===== config.mk =====
export PLATFORM = sky130hd
export DESIGN_NAME = simple_uart_transmitter
export DESIGN_NICKNAME = d
export VERILOG_FILES = /design/src/rtl/uart_pkg.sv /design/src/rtl/uart_baud_cnt.sv /design/src/rtl/simple_uart_transmitter.sv
export SDC_FILE = /design/constraint.sdc
export NUM_CORES = 1
export LEC_CHECK = 0
export BUFFER_PORTS_ARGS = -buffer_cell sky130_fd_sc_hd__buf_4
export CAP_MARGIN = 10
export CORE_ASPECT_RATIO = 1.75
export CORE_MARGIN = 2
export CORE_UTILIZATION = 45
export CTS_CLUSTER_SIZE = 8
export DETAILED_ROUTE_END_ITERATION = 16
export MAX_ROUTING_LAYER = met4
export PLACE_DENSITY = 0.59
export REMOVE_ABC_BUFFERS = 1
export SLEW_MARGIN = 25
export SYNTH_ARGS = -nofsm -noshare
export SYNTH_HDL_FRONTEND = slang
export SYNTH_SLANG_ARGS = --single-unit

===== constraint.sdc =====
create_clock -name i_clk -period 2.5 [get_ports i_clk]
set_input_delay 0.75 -clock i_clk [delete_from_list [all_inputs] [get_ports i_clk]]
set_output_delay 0.75 -clock i_clk [all_outputs]
set_load 0.01 [all_outputs]

===== src/rtl/uart_pkg.sv =====
// Shared UART definitions: parity modes, frame state encoding and baud rounding.
// The receiver imports this too, so both ends of a link round the bit period identically.
package uart_pkg;

    localparam int PARITY_NONE = 32'sd0;
    localparam int PARITY_ODD  = 32'sd1;
    localparam int PARITY_EVEN = 32'sd2;

    typedef enum logic [2:0] {
        ST_IDLE   = 3'd0,
        ST_START  = 3'd1,
        ST_DATA   = 3'd2,
        ST_PARITY = 3'd3,
        ST_STOP   = 3'd4
    } uart_state_e;

    // Rounded to nearest so the per-bit error stays within half a clock.
    function automatic int clks_per_bit(input int clk_freq, input int baud);
        return (clk_freq + baud / 32'sd2) / baud;
    endfunction

    function automatic logic parity_bit(input logic [7:0] dat, input logic odd);
        return odd ? ~(^dat) : (^dat);
    endfunction

endpackage


===== src/rtl/uart_baud_cnt.sv =====
// Modulo-CLKS_PER_BIT bit-period counter; o_bit_end marks the last cycle of each bit.
// Wraps on its own so consecutive bits never accumulate drift.
module uart_baud_cnt #(
    parameter int CLKS_PER_BIT = 10
) (
    input  logic i_clk,
    input  logic i_rst_n,
    input  logic i_clr,
    output logic o_bit_end
);

    localparam int            CW   = $clog2(CLKS_PER_BIT);
    localparam logic [CW-1:0] LAST = CW'(CLKS_PER_BIT - 32'sd1);

    logic [CW-1:0] cnt_r;

    // Count cycles within the current bit, restarting on clear or at the last cycle.
    always_ff @(posedge i_clk or negedge i_rst_n) begin
        if (!i_rst_n) begin
            cnt_r <= '0;
        end else if (i_clr || (cnt_r == LAST)) begin
            cnt_r <= '0;
        end else begin
            cnt_r <= cnt_r + CW'(1);
        end
    end

    assign o_bit_end = (cnt_r == LAST);

endmodule


===== src/rtl/simple_uart_transmitter.sv =====
// UART transmitter: valid/ready byte input, one-byte holding register, 8 data bits LSB-first,
// optional parity and 1 or 2 stop bits; back-to-back frames leave no idle gap.
module simple_uart_transmitter
    import uart_pkg::*;
#(
    parameter int CLK_FREQ  = 250_000_000,
    parameter int BAUD_RATE = 115_200,
    parameter int PARITY    = 0,
    parameter int STOP_BITS = 1
) (
    input  logic       i_clk,
    input  logic       i_rst_n,
    input  logic [7:0] i_dat,
    input  logic       i_dat_vld,
    output logic       o_dat_rdy,
    output logic       o_tx,
    output logic       o_busy
);

    localparam int CLKS_PER_BIT = clks_per_bit(CLK_FREQ, BAUD_RATE);

    if ((CLKS_PER_BIT < 32'sd2) || ((STOP_BITS != 32'sd1) && (STOP_BITS != 32'sd2))) begin : g_param_check
        $error("simple_uart_transmitter: CLKS_PER_BIT must be >= 2 and STOP_BITS 1 or 2");
    end

    uart_state_e state_r;
    logic        tx_r;
    logic [7:0]  shift_r;
    logic [2:0]  bit_idx_r;
    logic        stop_idx_r;
    logic        par_r;
    logic [7:0]  hold_dat_r;
    logic        hold_full_r;

    logic        accept_s;
    logic        load_s;
    logic        last_stop_s;
    logic        bit_end_s;
    logic        clr_s;

    // Counter is parked at zero while idle so a new start bit always gets a full period.
    assign clr_s = (state_r == ST_IDLE);

    uart_baud_cnt #(
        .CLKS_PER_BIT(CLKS_PER_BIT)
    ) u_baud_cnt (
        .i_clk     (i_clk),
        .i_rst_n   (i_rst_n),
        .i_clr     (clr_s),
        .o_bit_end (bit_end_s)
    );

    // Handshake acceptance and the decision to pull the held byte into the shifter.
    always_comb begin
        accept_s    = i_dat_vld & ~hold_full_r;
        last_stop_s = (STOP_BITS == 32'sd1) ? 1'b1 : stop_idx_r;
        if (state_r == ST_IDLE) begin
            load_s = hold_full_r;
        end else if (state_r == ST_STOP) begin
            load_s = hold_full_r & bit_end_s & last_stop_s;
        end else begin
            load_s = 1'b0;
        end
    end

    // Frame FSM plus holding register; accept and load cannot coincide since accept needs it empty.
    always_ff @(posedge i_clk or negedge i_rst_n) begin
        if (!i_rst_n) begin
            state_r     <= ST_IDLE;
            tx_r        <= 1'b1;
            shift_r     <= 8'h00;
            bit_idx_r   <= 3'd0;
            stop_idx_r  <= 1'b0;
            par_r       <= 1'b0;
            hold_dat_r  <= 8'h00;
            hold_full_r <= 1'b0;
        end else begin
            if (accept_s) begin
                hold_dat_r  <= i_dat;
                hold_full_r <= 1'b1;
            end else if (load_s) begin
                hold_full_r <= 1'b0;
            end

            if (load_s) begin
                shift_r <= hold_dat_r;
                par_r   <= parity_bit(hold_dat_r, (PARITY == PARITY_ODD));
                tx_r    <= 1'b0;
                state_r <= ST_START;
            end else begin
                case (state_r)
                    ST_IDLE: begin
                        tx_r <= 1'b1;
                    end
                    ST_START: begin
                        if (bit_end_s) begin
                            tx_r      <= shift_r[0];
                            bit_idx_r <= 3'd0;
                            state_r   <= ST_DATA;
                        end
                    end
                    ST_DATA: begin
                        if (bit_end_s) begin
                            if (bit_idx_r == 3'd7) begin
                                if (PARITY != PARITY_NONE) begin
                                    tx_r    <= par_r;
                                    state_r <= ST_PARITY;
                                end else begin
                                    tx_r       <= 1'b1;
                                    stop_idx_r <= 1'b0;
                                    state_r    <= ST_STOP;
                                end
                            end else begin
                                shift_r   <= {1'b0, shift_r[7:1]};
                                tx_r      <= shift_r[1];
                                bit_idx_r <= bit_idx_r + 3'd1;
                            end
                        end
                    end
                    ST_PARITY: begin
                        if (bit_end_s) begin
                            tx_r       <= 1'b1;
                            stop_idx_r <= 1'b0;
                            state_r    <= ST_STOP;
                        end
                    end
                    ST_STOP: begin
                        if (bit_end_s) begin
                            if (last_stop_s) begin
                                tx_r    <= 1'b1;
                                state_r <= ST_IDLE;
                            end else begin
                                stop_idx_r <= 1'b1;
                            end
                        end
                    end
                    default: begin
                        tx_r    <= 1'b1;
                        state_r <= ST_IDLE;
                    end
                endcase
            end
        end
    end

    assign o_tx      = tx_r;
    assign o_dat_rdy = ~hold_full_r;
    assign o_busy    = (state_r != ST_IDLE) | hold_full_r;

endmodule


==> flow_summary.ini <==
[routing]
antenna_left = 0
drc_errors = 0
vias = 1231
wl_um = 3290
wl_per_cell_um = 14.5
vias_per_cell = 5.42
drtIter0Drc = 14
first_pass_iters = 4

[yosys]
synth_warnings = 0
ys_ff_latch = 36
synth.distinct_cells = 41
synth_edf_count = 0
syn_inst = 164
synth-seq-area-share_pct = 50.3
synth_async_sr_flop_share_pct = 100
ys.flop_type = dfrtp_1
syn_area_per_cell_um2 = 10.9
netlist_area_um2 = 1790

[critical_path]
endpoint_kind = register
path_buf_inv = 0
critPathMaxStageDelay_ns = 0.40
crit_family = simple AND/OR/NAND/NOR gates
cp-start-kind = register
slowest_stage = dfrtp_1
critical_path_arrival_ns = 2.38
path_cells = ha_1 -> ha_1 -> nor4b_1 -> nand4_2 -> mux2_2 -> mux2_2
critPathKind = register to register
critPathRequiredTime_ns = 2.68
cp_max_fo = 8
r2r_setup_slack_ns = 0.31

[place]
dp_cells = 219
port_buffers = 13
place.gp.congestion = 0.771
placedInstanceArea_um2 = 1930
dp_hpwl_um = 2480

[power_and_ir_drop]
p_sw_mw = 0.553
p_int_mw = 1.24
p_comb_share_pct = 25.7
seqPwrFrac_pct = 50.9
netSwitchingFraction_pct = 30.9
ir_worst_vdd_v = 0.000566
share_clk_of_total_power_pct = 23.4
power_density_nw_per_um2 = 885
power_leakage_nw = 0.922

[clocking]
cts_hold_buf = 0
post_cts_buffers = 0
htreeDepth = 2
clk_pin_slew_ns = 0.08
ctsResizeCount = 0
cts_tree = done
clk_path_buf_depth = 2
cts_buffers = 5
insertion_delay_ns = 0.29
cts_num_sinks = 36
root_buffer = clkbuf_8

[sta]
relSlewSlack_pct = 69.9
rsz0062_at_grt = no
final.setup.tns_ns = 0
finalClockSkew_ns = 0.00884
worst_slew_pin_slew_ns = 0.451
setup_viol = 0
min_period_over_period_pct = 87.8
fmax_ghz = 0.456
fin_hold_ws_ns = 0.404
finalCriticalPeriod_ns = 2.19
finalHoldViolCount = 0
drv_slew = 0

[cells_and_area]
fin_cells = 227
syn2layout_area_growth_pct = 12.8
final_nets = 193
fillers = 341
fin_area_um2 = 2020
drive_gt1_share_pct = 28.5
num_antenna_cells = 0

[floorplan]
die_x_um = 51.7
dieHeight_um = 87.5
num_rows = 30
dieArea_um2 = 4520
ioPinCount = 14
start_util_pct = 46.3
coreArea_um2 = 3870

[grt]
grt_pass1_vias = 1348
overflow = 0
grt_pass1_wl_um = 5980
antenna_found_initial = 0
grtUsageTotal_pct = 18.3
grt_max_degree = 37

[flow_run]
maxCapViolations = 0

[status]
status = finished clean

[hold_path]
hold_class = input pin to async pin
synth_stat cells (5+ instances only):
cell type / number / area [um^2]
a21oi_1: 6 / 30.0
clkbuf_1: 6 / 22.5
dfrtp_1: 35 / 876
inv_1: 8 / 30.0
mux2_2: 19 / 214
nand2_1: 11 / 41.3
nand3_1: 6 / 30.0
nor2_1: 14 / 52.6
o21ai_0: 7 / 35.0
xor2_1: 5 / 43.8
flip-flops by register name (all words and copies together) (netlist names):
register          count
bit_idx_r             3
o_tx                  1
hold_dat_r            8
hold_full_r           1
state_r               3
u_baud_cnt.cnt_r     12
shift_r               8
cell families after synthesis:
logic type | synth area share (%)
AOI/OAI and AO/OA | 6.56
xor gates and xnor gates | 3.42
adders and majority gates | 2.79
buffers and inverters | 3.63
DFF | 50.3
muxes | 14.2
and+or+nand+nor | 19.0
cell usage in the layout, fill, tap and decap left out, types with 2 or more instances in the layout:
cell type and count:
o21ai_0 7, inv_1 8, ha_1 4, nand4_1 3, nand2_1 11, nand3_1 6
xor2_1 5, clkbuf_8 5, a21oi_1 6, dfrtp_1 35, nor2_1 14, nor3_1 4
or3_1 4, mux2i_1 3, xnor2_1 2, o31ai_1 2, clkinvlp_4 2, buf_4 15
a31oi_1 2, mux2_2 19
metrics by stage:
stage,utilization (%),total power [mW],setup WS [ns]
2_1_floorplan,-,1.24,0.488
3_3_place_gp,49.9,1.36,0.370
3_5_place_dp,49.9,1.40,0.302
4_1_cts,52.3,1.82,0.290
5_1_grt,52.3,1.93,0.165
6_report,52.3,1.79,0.306
power groups by stage:
stage / Clock [mW] / Sequential (mW) / Combinational [mW]
after global routing: 0.457 / 0.940 / 0.531
after detailed placement: 0 / 0.928 / 0.473
after floorplan: 0 / 0.886 / 0.353
final: 0.418 / 0.911 / 0.461
after global placement: 0 / 0.918 / 0.447
after CTS: 0.434 / 0.916 / 0.472
final cells by class:
class / instances / area [um^2] / share of cell area, %
flip-flops and latches: 36 / 902 / 44.6
multi-input cells: 112 / 825 / 40.8
repair buffers: 15 / 113 / 5.57
clock buffers: 5 / 68.8 / 3.40
well taps: 48 / 60.1 / 2.97
inverters: 8 / 30.0 / 1.49
clock inverters: 3 / 23.8 / 1.18
path summary, 6_finish.rpt:
| path | start | end | cells after the start |
|---|---|---|---|
| max | bit_idx_r[0]$_DFFE_PN0P_ | shift_r[5]$_DFFE_PN0P_ | 6 |
| max reg2reg | bit_idx_r[0]$_DFFE_PN0P_ | shift_r[5]$_DFFE_PN0P_ | 6 |
| min in group i_clk | u_baud_cnt.cnt_r[0]$_DFF_PN0_ | u_baud_cnt.cnt_r[0]$_DFF_PN0_ | 1 |
| min reg2reg | u_baud_cnt.cnt_r[0]$_DFF_PN0_ | u_baud_cnt.cnt_r[0]$_DFF_PN0_ | 1 |
| max in group asynchronous | i_rst_n | o_tx$_DFFE_PN1P_ | 1 |
| min | i_rst_n | shift_r[2]$_DFFE_PN0P_ | 1 |
routing by layer:
metal / vias to the layer above / track usage (%) / wire length, um
met5: - / - / 0
met4: 0 / 7.89 / 88
met3: 8 / 4.81 / 77
met2: 14 / 32.4 / 1860
met1: 606 / 18.4 / 1270
li1: 603 / - / -
Power figures use the tool's default switching activity.
